File: src/rtl/dep_issue_scheduler_pkg.sv
// Shared types for the dependency-tracking issue scheduler: the per-slot
// lifecycle encoding and the default instruction-buffer depth.
package dep_issue_scheduler_pkg;

   localparam int BS = 16;

   typedef enum logic [1:0] {
      FREE   = 2'd0,
      WAIT   = 2'd1,
      ISSUED = 2'd2
   } slot_state_t;

endpackage

File: src/rtl/dep_issue_scheduler_if.sv
// Allocation, issue handshake, completion and status signals between the
// scheduler (slave) and its IRT / execution-side environment (master).
interface dep_issue_scheduler_if
   import dep_issue_scheduler_pkg::*;
   #(parameter int bs = BS);

   localparam int bs_bits = $clog2(bs);

   logic               alloc_valid;
   logic [bs_bits-1:0] alloc_index;
   logic [bs-1:0]      alloc_deps;
   logic               issue_valid;
   logic [bs_bits-1:0] issue_index;
   logic               issue_ready;
   logic               complete_valid;
   logic [bs_bits-1:0] complete_index;
   logic [bs-1:0]      busy_vec;
   logic               err_alloc;
   logic               err_cmpl;

   modport master (
      output alloc_valid, alloc_index, alloc_deps,
      output issue_ready,
      output complete_valid, complete_index,
      input  issue_valid, issue_index,
      input  busy_vec, err_alloc, err_cmpl
   );

   modport slave (
      input  alloc_valid, alloc_index, alloc_deps,
      input  issue_ready,
      input  complete_valid, complete_index,
      output issue_valid, issue_index,
      output busy_vec, err_alloc, err_cmpl
   );

endinterface

File: src/rtl/dep_issue_scheduler_rr_picker.sv
// Combinational round-robin picker: grants the first requesting slot at or
// after ptr, wrapping from bs-1 back to 0.
module rr_picker
   import dep_issue_scheduler_pkg::*;
   #(parameter int bs = BS)
   (
      input  logic [bs-1:0]         req,
      input  logic [$clog2(bs)-1:0] ptr,
      output logic                  gnt_valid,
      output logic [$clog2(bs)-1:0] gnt_index
   );

   localparam int bs_bits = $clog2(bs);

   logic [2*bs-2:0]    dbl;
   logic [bs-1:0]      rot;
   logic [bs_bits-1:0] off;

   // Doubling the request vector turns the wrap-around search into a plain
   // window select followed by a lowest-set-bit encode.
   always_comb begin
      dbl       = {req[bs-2:0], req};
      rot       = dbl[ptr +: bs];
      off       = '0;
      gnt_valid = 1'b0;
      for (int k = bs - 1; k >= 0; k--) begin
         if (rot[k]) begin
            gnt_valid = 1'b1;
            off       = k[bs_bits-1:0];
         end
      end
      gnt_index = ptr + off;
   end

endmodule

File: src/rtl/dep_issue_scheduler.sv
// Holds one dependency row per instruction-buffer slot and issues slots whose
// producers have all completed, one per cycle, in round-robin order.
module dep_issue_scheduler
   import dep_issue_scheduler_pkg::*;
   #(parameter int bs = BS)
   (
      input logic             clk,
      input logic             rst,
      dep_issue_scheduler_if.slave bus
   );

   localparam int bs_bits = $clog2(bs);

   slot_state_t        state     [bs];
   slot_state_t        state_nxt [bs];
   logic [bs-1:0]      row       [bs];
   logic [bs-1:0]      row_nxt   [bs];
   logic [bs_bits-1:0] rr_ptr;
   logic [bs-1:0]      ready;
   logic [bs-1:0]      busy;
   logic [bs-1:0]      alloc_row;
   logic [bs-1:0]      cmpl_col;
   logic               gnt_valid;
   logic [bs_bits-1:0] gnt_index;
   logic               xfer;
   logic               alloc_ok;
   logic               cmpl_ok;
   logic               err_alloc_q;
   logic               err_cmpl_q;

   function automatic logic [bs-1:0] slot_bit(input logic [bs_bits-1:0] idx);
      logic [bs-1:0] v;
      v      = '0;
      v[idx] = 1'b1;
      return v;
   endfunction

   always_comb begin
      busy  = '0;
      ready = '0;
      for (int i = 0; i < bs; i++) begin
         busy[i]  = (state[i] != FREE);
         ready[i] = (state[i] == WAIT) && (row[i] == '0);
      end
   end

   rr_picker #(.bs(bs)) u_picker (
      .req       (ready),
      .ptr       (rr_ptr),
      .gnt_valid (gnt_valid),
      .gnt_index (gnt_index)
   );

   assign xfer     = gnt_valid & bus.issue_ready;
   assign alloc_ok = bus.alloc_valid && (state[bus.alloc_index] == FREE);
   assign cmpl_ok  = bus.complete_valid && (state[bus.complete_index] == ISSUED);
   assign cmpl_col = bus.complete_valid ? slot_bit(bus.complete_index) : '0;

   // Stale IRT columns (self, free slots, the slot completing right now) must
   // never become dependencies, or the new instruction could wait forever.
   assign alloc_row = bus.alloc_deps & busy & ~slot_bit(bus.alloc_index) & ~cmpl_col;

   always_comb begin
      for (int i = 0; i < bs; i++) begin
         state_nxt[i] = state[i];
         row_nxt[i]   = cmpl_ok ? (row[i] & ~slot_bit(bus.complete_index)) : row[i];
      end
      if (cmpl_ok) begin
         state_nxt[bus.complete_index] = FREE;
      end
      if (xfer) begin
         state_nxt[gnt_index] = ISSUED;
      end
      if (alloc_ok) begin
         state_nxt[bus.alloc_index] = WAIT;
         row_nxt[bus.alloc_index]   = alloc_row;
      end
   end

   always_ff @(posedge clk) begin
      if (rst) begin
         for (int i = 0; i < bs; i++) begin
            state[i] <= FREE;
            row[i]   <= '0;
         end
         rr_ptr      <= '0;
         err_alloc_q <= 1'b0;
         err_cmpl_q  <= 1'b0;
      end else begin
         for (int i = 0; i < bs; i++) begin
            state[i] <= state_nxt[i];
            row[i]   <= row_nxt[i];
         end
         if (xfer) begin
            rr_ptr <= gnt_index + bs_bits'(1);
         end
         err_alloc_q <= bus.alloc_valid & ~alloc_ok;
         err_cmpl_q  <= bus.complete_valid & ~cmpl_ok;
      end
   end

   assign bus.issue_valid = gnt_valid;
   assign bus.issue_index = gnt_index;
   assign bus.busy_vec    = busy;
   assign bus.err_alloc   = err_alloc_q;
   assign bus.err_cmpl    = err_cmpl_q;

endmodule
File: src/flat_wrapper.sv
// flat-port wrapper written by rule: the top's interface ports become plain ports
module dep_issue_scheduler_flat import dep_issue_scheduler_pkg::*;
#(parameter int bs = BS)
  (clk, rst, bus_alloc_valid, bus_alloc_index, bus_alloc_deps, bus_issue_ready, bus_complete_valid, bus_complete_index, bus_issue_valid, bus_issue_index, bus_busy_vec, bus_err_alloc, bus_err_cmpl);
  dep_issue_scheduler_if #(.bs(bs)) bus_i ();
  input logic clk;
  input logic rst;
  input wire logic [$bits(bus_i.alloc_valid)-1:0] bus_alloc_valid;
  input wire logic [$bits(bus_i.alloc_index)-1:0] bus_alloc_index;
  input wire logic [$bits(bus_i.alloc_deps)-1:0] bus_alloc_deps;
  input wire logic [$bits(bus_i.issue_ready)-1:0] bus_issue_ready;
  input wire logic [$bits(bus_i.complete_valid)-1:0] bus_complete_valid;
  input wire logic [$bits(bus_i.complete_index)-1:0] bus_complete_index;
  output wire logic [$bits(bus_i.issue_valid)-1:0] bus_issue_valid;
  output wire logic [$bits(bus_i.issue_index)-1:0] bus_issue_index;
  output wire logic [$bits(bus_i.busy_vec)-1:0] bus_busy_vec;
  output wire logic [$bits(bus_i.err_alloc)-1:0] bus_err_alloc;
  output wire logic [$bits(bus_i.err_cmpl)-1:0] bus_err_cmpl;
  assign bus_i.alloc_valid = bus_alloc_valid;
  assign bus_i.alloc_index = bus_alloc_index;
  assign bus_i.alloc_deps = bus_alloc_deps;
  assign bus_i.issue_ready = bus_issue_ready;
  assign bus_i.complete_valid = bus_complete_valid;
  assign bus_i.complete_index = bus_complete_index;
  assign bus_issue_valid = bus_i.issue_valid;
  assign bus_issue_index = bus_i.issue_index;
  assign bus_busy_vec = bus_i.busy_vec;
  assign bus_err_alloc = bus_i.err_alloc;
  assign bus_err_cmpl = bus_i.err_cmpl;
  dep_issue_scheduler #(.bs(bs)) u_core (.clk(clk), .rst(rst), .bus(bus_i));
endmodule
File: config.mk
export PLATFORM = sky130hd
export DESIGN_NAME = dep_issue_scheduler_flat
export DESIGN_NICKNAME = d
export VERILOG_FILES = /design/src/rtl/dep_issue_scheduler_pkg.sv /design/src/rtl/dep_issue_scheduler_if.sv /design/src/rtl/dep_issue_scheduler_rr_picker.sv /design/src/rtl/dep_issue_scheduler.sv /design/src/flat_wrapper.sv
export SDC_FILE = /design/constraint.sdc
export NUM_CORES = 1
export LEC_CHECK = 0
export CELL_PAD_IN_SITES_DETAIL_PLACEMENT = 1
export CELL_PAD_IN_SITES_GLOBAL_PLACEMENT = 2
export CORE_MARGIN = 8
export CORE_UTILIZATION = 34
export CTS_BUF_LIST = sky130_fd_sc_hd__clkbuf_8
export DETAILED_ROUTE_END_ITERATION = 12
export PLACE_DENSITY_LB_ADDON = 0.1
export SYNTH_ARGS = -nofsm -noshare
export SYNTH_HDL_FRONTEND = slang
export SYNTH_SLANG_ARGS = --single-unit
export TNS_END_PERCENT = 100
File: constraint.sdc
create_clock -name clk -period 4.9 [get_ports clk]
set_clock_uncertainty 0.2 [all_clocks]
set_input_delay 0.98 -clock clk [delete_from_list [all_inputs] [get_ports clk]]
set_output_delay 0.98 -clock clk [all_outputs]
set_load 0.02 [all_outputs]
== After elaboration in Yosys (flattened, before gate mapping) ==
Memories as Yosys holds them, arrays and structs flattened.
Cells that the tools add are included.
Storage, ports and cells
  register bits after elaboration: 6
  latch bits: 0
  bits in writable memories: 288
  bits in read-only memories: 0
  input port bits: 29
  output and inout port bits: 23
  word-level logic and storage cells: 262
  memories: 2
Memory list
  u_core.row: depth 16, width 16, rd ports 16, clocked after Yosys merged registers in 0, write ports 16, line dep_issue_scheduler.sv:16  | logic [bs-1:0] row [bs];
  u_core.state: depth 16, width 2, rd ports 18, clocked after Yosys merged registers in 0, write ports 16, line dep_issue_scheduler.sv:14  | slot_state_t state [bs];
Operators by class
  $add $sub $neg: 2
  multiply operators: 0
  div/mod/pow operators: 0
  order comparisons: 10
  equal/unequal tests: 17
  shift operators: 1
  multiplexer cells: 101
  bitwise gates (word level): 70
  reductions and logical operators: 56
Operators with widths (count)
  $mux W16: 34
  $and A16 B16 Y16: 21
  $bwmux W256: 1
  $logic_not A16 Y1: 16
  $mux W256: 1
  $mux W32: 3
  $not A16 Y16: 5
  $demux W16 S4: 1
  $mux W4: 16
  $mux W2: 19
  $and A32 B32 Y32: 1
  $eq A2 B1 Y1 const B: 16
  $not A32 Y32: 1
  $or A1 B1 Y1: 32
  $or A16 B16 Y16: 2
  $reduce_bool A2 Y1: 16
  $shiftx A31 B5 Y16: 1
  $demux W2 S4: 3
  $logic_and A1 B1 Y1: 23
  $mux W1: 21
  $ge A5 B5 Y1 const B: 3
  $lt A5 B1 Y1 const B: 3
  $not A4 Y5: 3
  $lt A4 B5 Y1 const B: 2
  8 further kinds: 13

== Depth between registers and ports, before layout ==
Gate-level depths: netlist of run 1.
  depth in word-level cells: 31
  mapped depth: 21

== Modules after synthesis ==
A second synthesis of run 1 with hierarchy kept.
Unflattened totals
  cells, all modules: 1462
  area, all modules: 12864.8 sq um
Modules (own cells, without submodules)
  dep_issue_scheduler: times used 1, cells each 1333, area an instance 11544.8 sq um, sequential area each 5885.6 sq um
  rr_picker: times used 1, cells each 129, area an instance 1320.0 sq um, sequential area each 0.0 sq um

== Least setup slack after synthesis of run 1 ==
No wires, ideal clock.
  kind: reg-to-output
  start: memory u_core.row[0][225] (netlist name)
  end: output port bus_issue_index[3]
  arrival: 4.019 ns
  required time: 3.720 ns
  slack: -0.299 ns
  stages on the path, launching flop included: 17
  path buffers: 1
  path through: dfxtp_1 or4_1 or3_1 buf_2 o32ai_1 a22o_1 nor3_1 a31oi_2 o21ai_0 o21ai_0 a311oi_1 o311a_1 ha_1 a21o_1 a21oi_1 xnor2_1 xnor2_1
RTL lines
  from (decl): line dep_issue_scheduler.sv:16
  to (decl): line flat_wrapper.sv:15  | output wire logic [$bits(bus_i.issue_index)-1:0] bus_issue_index;

==> metrics.yaml, run 1 <==
floorplan.die.height_um: 220.4
share_seq_of_total_power_pct: 26.5
vias: 15905
filler_cell_count: 4976
dr.first_iter.drc_count: 1245
cts_root_buffer: "sky130_fd_sc_hd__clkbuf_8"
drt-wirelength-per-cell_um: 25.53
post_route_cells_drive_above_1_share_pct: 28.53
worst_max_slew_pin_slew_ps: 1250
power.net_switching_w: 0.003815
fmaxAchievable_mhz: 174.4
core_area_um2: 41570
number_of_detailed_routing_iterations_run_before_antenna_repair: 7
drt_wl_total_mm: 70.31
ys.flop_type: "sky130_fd_sc_hd__dfxtp_1"
count_of_nets_after_finishing: 2213
irDropWorstVdd_mv: 0.5180
tritoncts.num_buffers: 52
htree_levels: 2
post_route_total_power_w: 0.009557
synthesis.yosys.warnings: 0
synth_enable_flop_cells: 0
syn-cell-area_um2: 14200
placementRows: 75
grt_remaining_overflow: 0
detailed_place.area_um2: 18070
critPathRequiredTime_ps: 3720
numClockSinks: 294
grt_max_degree: 139
layout_common_cells: "sky130_fd_sc_hd__nor2_1 (533), sky130_fd_sc_hd__buf_4 (356), sky130_fd_sc_hd__dfxtp_1 (291)"
min_period_over_period_pct: 117.0
cp_data_arrival_time_ps: 4550
drv.max_cap_violation_count: 0
utilization_pct: 47.73
power.static_leakage_nw: 7.761
cts_hold_buffers: 0
design.die.area_um2: 48570
initial_antenna_violation_count: 0
grt_pass1_vias: 16378
rr_worst_depth: 22
initial_core_util_pct: 34.16
clkLatencyLatePin_ps: 660
critPathLaunchType: "register"
setup_viol: 35
die_x_um: 220.4
synth_fp_nets: 1877
dp_worst_setup_slack_ps: -839.1
ios: 52
tritoncts: "built"
synthDominantAreaCellType: "sky130_fd_sc_hd__dfxtp_1"
most_common_cell_after_layout_fill_and_taps_aside: "sky130_fd_sc_hd__nor2_1"
internal-power_w: 0.005743
register_bit_total_from_synthesis: 294
synthArstFlopShare_pct: 0
route.detailed.drc: 0
grt_usage_pct: 28.78
clock_power_share_pct: 24.5
max_transition_viols_final: 0
avgViaCountPerCell: 5.775
period_needed_ps: 5734
run_status: "finished, violations left"
stdcell_area_um2: 19840
power_per_cell_area_nw_per_um2: 481.6
grt_first_pass_wirelength_mm: 104.4
netlist.area_leader.share_pct: 41.44
drt.antenna.violating_nets: 0
failed_checks: "setup timing"
io_buffer_count: 51
dp.final_hpwl_mm: 47.57
antenna_cells: 0
type_of_the_most_critical_hold_path: "reg2reg"
postLayoutSetupSlackWorst_ps: -834.3
rsz0062_at_grt: "yes"
critical_path.endpoint_type: "output pin"
clkTransAtPathRegs_ps: 60
slew-limit-headroom_pct: 16.02
yosys.cell_types.count: 76
clock_tree.buffer_depth: 3
area_delta_synth_final_pct: 39.71
power.combinational.fraction_pct: 49.0
synthesis.area_per_instance_um2: 7.719
gp_congestion: 0.9401
synth_cells: 1840
synth-seq-area-share_pct: 41.44
finalHoldViolCount: 0
totalNegativeSetupSlack_ps: -6260
timing.hold.worst_path_depth: 2
critical_path_peak_fanout: 3
fraction_of_power_spent_switching_nets_pct: 39.91
synth.area.top_cells: "sky130_fd_sc_hd__dfxtp_1 (41%), sky130_fd_sc_hd__nor2_1 (14%), sky130_fd_sc_hd__a31oi_1 (11%)"
worst_setup_path_type: "reg2out"
==> layer usage <==
| metal | part of all wire, % | vias up | track usage [%] |
|---|---|---|---|
| met1 | 45 | 7928 | 37.42 |
| li1 | - | 7384 | - |
| met2 | 46 | 442 | 47.06 |
| met3 | 5.0 | 151 | 3.950 |
| met5 | 0 | - | 0 |
| met4 | 4.5 | 0 | 12.98 |
==> power groups by stage <==
| stage | clock [W] | sequential [W] | combinational (W) |
|---|---|---|---|
| floorplan | 0 | 0.00256 | 0.00193 |
| global placement | 0 | 0.00258 | 0.00398 |
| detailed placement | 0 | 0.00258 | 0.00403 |
| CTS | 0.00240 | 0.00253 | 0.00431 |
| global route | 0.00250 | 0.00254 | 0.00494 |
| finish | 0.00234 | 0.00254 | 0.00468 |
==> path summary, 6_finish.rpt <==
| path | slack [ps] | to | start |
|---|---|---|---|
| worst min-delay path | 300 | u_core.row[0][16]$_SDFF_PP0_ | u_core.row[0][16]$_SDFF_PP0_ |
| worst max register to register | -200 | u_core.state[13][1]$_SDFF_PP0_ | u_core.row[0][102]$_SDFF_PP0_ |
| worst max-delay path | -830 | bus_issue_index[3] | u_core.row[0][102]$_SDFF_PP0_ |
| worst min register to register | 300 | u_core.row[0][16]$_SDFF_PP0_ | u_core.row[0][16]$_SDFF_PP0_ |
==> cells in the mapped netlist (all sizes together), types with 3 or more instances <==
master	count
mux2	14
o22ai	6
nor3b	11
nor2	541
o21ai	25
or3	5
a21o	9
nand3	56
or2	13
o31ai	7
o221ai	4
o211ai	8
and4b	16
o2111ai	12
xnor2	5
a21oi	33
a211oi	23
nor2b	5
dfxtp	294
clkbuf	118
nor3	23
a31oi	248
nand2	87
o32ai	19
a221oi	7
mux2i	13
inv	21
mux4	4
nand4	6
a311oi	13
nor4b	13
a22oi	23
buf	40
or4	3
and2	6
nand2b	7
ha	7
nor4	64
==> registers in the layout, summed over array words and instances (netlist names) <==
name / flops
u_core.state: 32
u_core.bus.err_cmpl: 1
u_core.bus.err_alloc: 1
u_core.row: 256
u_core.rr_ptr: 4
==> final cells by class <==
cell class | instances | area, um2 | share of cell area [%]
clock inverter | 26 | 131.4 | 0.6621
timing repair buffer | 440 | 3785 | 19.07
clock buffer | 67 | 922.1 | 4.647
multi-input combinational | 1367 | 8362 | 42.14
inverter | 21 | 78.83 | 0.3973
tap | 539 | 674.4 | 3.399
sequential | 294 | 5889 | 29.68
==> critical path, cell delays in order (launching register included) <==
cell and delay [ps]:
sky130_fd_sc_hd__dfxtp_2 320, sky130_fd_sc_hd__or4_4 510, sky130_fd_sc_hd__or3_4 420, sky130_fd_sc_hd__buf_6 140, sky130_fd_sc_hd__nor2_4 130, sky130_fd_sc_hd__a2111oi_4 50
sky130_fd_sc_hd__or3_4 410, sky130_fd_sc_hd__a221oi_2 300, sky130_fd_sc_hd__o31ai_1 110, sky130_fd_sc_hd__a32o_1 240, sky130_fd_sc_hd__a21boi_1 160, sky130_fd_sc_hd__o21ai_1 80
sky130_fd_sc_hd__ha_2 200, sky130_fd_sc_hd__a21o_1 190, sky130_fd_sc_hd__a21oi_2 200, sky130_fd_sc_hd__xnor2_2 160, sky130_fd_sc_hd__xnor2_2 130, sky130_fd_sc_hd__buf_4 150
==> what timing repair did <==
item / in CTS / in global routing
endpoints found under the setup margin: 39 / 39
pin swaps: 26 / 64
resized for setup: 86 / 69
buffers inserted: 7 / 10
==> cell families (layout without fill, tap and decap cells) <==
group	count (synthesis)	in the layout	share of synthesized area [%]
simple gates	864	864	27.20
flops	294	294	41.44
fa+ha+maj	8	8	0.7576
mux	31	31	2.828
compound gates	458	458	22.57
xor+xnor	6	6	0.3700
buf+inv	179	554	4.828
==> stage by stage <==
step	hold slack, ps	instances
after floorplan	255.7	1840
after global placement	275.2	2645
after detailed placement	288.1	2645
after CTS	304.3	2745
after global routing	330.0	2754
final	299.1	2754
No activity file was read; power rests on OpenSTA's default activity.
==> run 2, diff against run 1 <==
--- a/config.mk
+++ b/config.mk
@@ -5,13 +5,10 @@
 export SDC_FILE = /design/constraint.sdc
 export NUM_CORES = 1
 export LEC_CHECK = 0
-export CELL_PAD_IN_SITES_DETAIL_PLACEMENT = 1
-export CELL_PAD_IN_SITES_GLOBAL_PLACEMENT = 2
 export CORE_MARGIN = 8
-export CORE_UTILIZATION = 34
+export CORE_UTILIZATION = 35
 export CTS_BUF_LIST = sky130_fd_sc_hd__clkbuf_8
 export DETAILED_ROUTE_END_ITERATION = 12
-export PLACE_DENSITY_LB_ADDON = 0.1
 export SYNTH_ARGS = -nofsm -noshare
 export SYNTH_HDL_FRONTEND = slang
 export SYNTH_SLANG_ARGS = --single-unit
==> run 2 against run 1 <==
Compared with the run above: the flow still finishes with violations (setup timing); maximum frequency is 0.48% higher; combinational power is 1% lower; core utilization is 0.072 points higher; first-iteration DRC count is 18% higher; wire length is 12% lower; design area is 2.5% lower; final cell count is 1.4% lower; via count is 0.65% lower; clock-buffer cell count is 4 lower; critical path type unchanged; critical endpoint unchanged.
==> metrics.yaml, run 2 (synthesis results as in run 1) <==
run_status: "finished, violations left"  # unchanged
failed_checks: "setup timing"  # unchanged
dp_worst_setup_slack_ps: -775.8  # was -839.1 ps
design.die.area_um2: 47280  # was 48570 um2
grt_max_degree: 120  # was 139
power_per_cell_area_nw_per_um2: 493.6  # was 481.6 nW/um2
critPathLaunchType: "register"  # unchanged
postLayoutSetupSlackWorst_ps: -806.9  # was -834.3 ps
clkTransAtPathRegs_ps: 60  # about the same
dpl.cell_count: 2609  # was 2645
dp.final_hpwl_mm: 41.31  # was 47.57 mm
regMostFlops: "u_core.row"  # unchanged
worst_max_slew_pin_slew_ps: 1118  # was 1250 ps
worstSetupStartpoint: "u_core.row[0][218]$_SDFF_PP0_"  # was u_core.row[0][102]$_SDFF_PP0_
slew-limit-headroom_pct: 25.50  # was 16.02%
detailed_place.area_um2: 17550  # was 18070 um2
antenna_cells: 0  # unchanged
ios: 52  # unchanged
tritoncts: "built"  # unchanged
cts_hold_buffers: 0  # unchanged
period_needed_ps: 5707  # was 5734 ps
number_of_detailed_routing_iterations_run_before_antenna_repair: 5  # was 7
irDropWorstVdd_mv: 0.4371  # was 0.5180 mV
clkLatencyLatePin_ps: 610  # was 660 ps
clock_tree.buffer_depth: 3  # unchanged
tritoncts.num_buffers: 49  # was 52
critical_path.endpoint_type: "output pin"  # unchanged
htree_levels: 2  # unchanged
min_period_over_period_pct: 116.5  # was 117.0%
critPathRequiredTime_ps: 3720  # about the same
gp_congestion: 0.9779  # was 0.9401
cpMostUsedCell: "sky130_fd_sc_hd__buf_4"
cell_depth_of_the_worst_setup_path: 18  # was 17
fmaxAchievable_mhz: 175.2  # was 174.4 MHz
reg2reg_slack_ps: -200  # about the same
most_common_cell_after_layout_fill_and_taps_aside: "sky130_fd_sc_hd__nor2_1"  # unchanged
drt-wirelength-per-cell_um: 22.71  # was 25.53 um
grt_usage_pct: 25.26  # was 28.78%
drv.max_cap_violation_count: 0  # unchanged
power.static_leakage_nw: 7.494  # was 7.761 nW
core_area_um2: 40460  # was 41570 um2
grt_pass1_vias: 15172  # was 16378
worst_path_dominant_cell_family: "compound AO/OA/AOI/OAI gates"  # was simple AND/OR/NAND/NOR gates
type_of_the_most_critical_hold_path: "reg2reg"  # unchanged
count_of_nets_after_finishing: 2186  # was 2213
area_delta_synth_final_pct: 36.19  # was 39.71%
grt_remaining_overflow: 0  # unchanged
critical_path_buf_inv_count: 3  # was 2
avgViaCountPerCell: 5.818  # was 5.775
numClockSinks: 294  # unchanged
post_route_cells_drive_above_1_share_pct: 27.29  # was 28.53%
cp_data_arrival_time_ps: 4530  # was 4550 ps
drt_wl_total_mm: 61.68  # was 70.31 mm
drt.antenna.violating_nets: 0  # unchanged
grt_first_pass_wirelength_mm: 92.60  # was 104.4 mm
rsz0062_at_grt: "yes"  # unchanged
worstSetupEndpoint: "bus_issue_index[3]"  # unchanged
timing.hold.worst_path_depth: 2  # unchanged
crit_reg_reg_startpoint: "u_core.row[0][218]$_SDFF_PP0_"  # was u_core.row[0][102]$_SDFF_PP0_
cts_root_buffer: "sky130_fd_sc_hd__clkbuf_8"  # unchanged
crit-reg2reg-capture: "u_core.state[12][0]$_SDFF_PP0_"  # was u_core.state[13][1]$_SDFF_PP0_
initial_antenna_violation_count: 0  # unchanged
worst_setup_path_type: "reg2out"  # unchanged
route.detailed.drc: 0  # unchanged
max_transition_viols_final: 0  # unchanged
dr.first_iter.drc_count: 1469  # was 1245
floorplan.die.height_um: 217.4  # was 220.4 um
top_regs: "u_core.row: 256 flops, u_core.state: 32 flops, u_core.rr_ptr: 4 flops"  # unchanged
die_x_um: 217.4  # was 220.4 um
worstPathCellList: "nor4_2 > nand3_1 > buf_4 > o32ai_1 > buf_4 > mux2_2 > nor3_1 > a31oi_4 > o21ai_1 > o21ai_1 > a311oi_2 > o311a_1 > ha_1 > a21o_1 > a21oi_2 > xnor2_2 > xnor2_2 > buf_4"  # was or4_4 > or3_4 > buf_6 > nor2_4 > a2111oi_4 > or3_4 > a221oi_2 > o31ai_1 > a32o_1 > a21boi_1 > o21ai_1 > ha_2 > a21o_1 > a21oi_2 > xnor2_2 > xnor2_2 > buf_4
layout_common_cells: "sky130_fd_sc_hd__nor2_1 (536), sky130_fd_sc_hd__buf_4 (347), sky130_fd_sc_hd__dfxtp_1 (289)"  # was sky130_fd_sc_hd__nor2_1 (533), sky130_fd_sc_hd__buf_4 (356), sky130_fd_sc_hd__dfxtp_1 (291)
io_buffer_count: 51  # unchanged
fin_hold_ws_ps: 300.6  # was 299.1 ps
rr_worst_depth: 23  # was 22
cpPeakStageDelay_ps: 330  # was 510 ps
finalHoldViolCount: 0  # unchanged
critical_path.slowest_cell: "sky130_fd_sc_hd__dfxtp_1"  # was sky130_fd_sc_hd__or4_4
placementRows: 74  # was 75
setup_viol: 38  # was 35
final_cells: 2716  # was 2754
largest_register_ffs: 256  # unchanged
vias: 15802  # was 15905
initial_core_util_pct: 35.10  # was 34.16%
stdcell_area_um2: 19340  # was 19840 um2
critical_path_peak_fanout: 5  # was 3
[run 2: metal layers]
layer  share of wire, %  GRT usage (%)
met5                  0              0
met4                4.4          10.64
met3                8.4          5.284
met2                 44          40.30
met1                 43          32.81
[run 2: tightest hold or removal path: stages (launching register included)]
cell,delay [ps]
sky130_fd_sc_hd__dfxtp_1,330
sky130_fd_sc_hd__a31oi_1,70
sky130_fd_sc_hd__nor2_1,70
[run 2: through the flow]
stage / power [W] / TNS, ps / utilization, %
5_1_grt: 0.009930 / -12280 / 47.80
3_5_place_dp: 0.006482 / -10330 / 43.37
2_1_floorplan: 0.004489 / 0 / -
4_1_cts: 0.009200 / -3290 / 47.03
6_report: 0.009548 / -5981 / 47.80
3_3_place_gp: 0.006477 / -7963 / 43.37
[run 2: what timing repair did]
item                       in CTS  in global routing
pin swaps                      38                 30
setup endpoints to repair      39                 39
buffers inserted               18                  9
resized for setup              83                 62
[run 2: area by class of cell]
type                    count  area (um2)
flip-flops and latches    294        5892
clock buffers              63       867.1
clock inverters            23       212.7
inverters                  21       83.83
well taps                 532       665.6
fillers                  3939       21120
repair buffers            416        3412
multi-input cells        1367        8209
[run 2: worst min-delay path by stage]
stage	start	to	slack [ps]
after global placement	u_core.row[0][98]$_SDFF_PP0_	u_core.row[0][98]$_SDFF_PP0_	280
after global routing	u_core.row[0][202]$_SDFF_PP0_	u_core.row[0][202]$_SDFF_PP0_	330
final	u_core.row[0][134]$_SDFF_PP0_	u_core.row[0][134]$_SDFF_PP0_	300
after detailed placement	u_core.row[0][82]$_SDFF_PP0_	u_core.row[0][82]$_SDFF_PP0_	290
after floorplan	u_core.row[0][231]$_SDFF_PP0_	u_core.row[0][231]$_SDFF_PP0_	260
after CTS	u_core.row[0][82]$_SDFF_PP0_	u_core.row[0][82]$_SDFF_PP0_	300
[run 2: where the power goes]
part	total, W	internal (W)	switching [W]
Clock	0.00240	0.00137	0.00103
Combinational	0.00463	0.00207	0.00256
Sequential	0.00252	0.00246	0.0000598
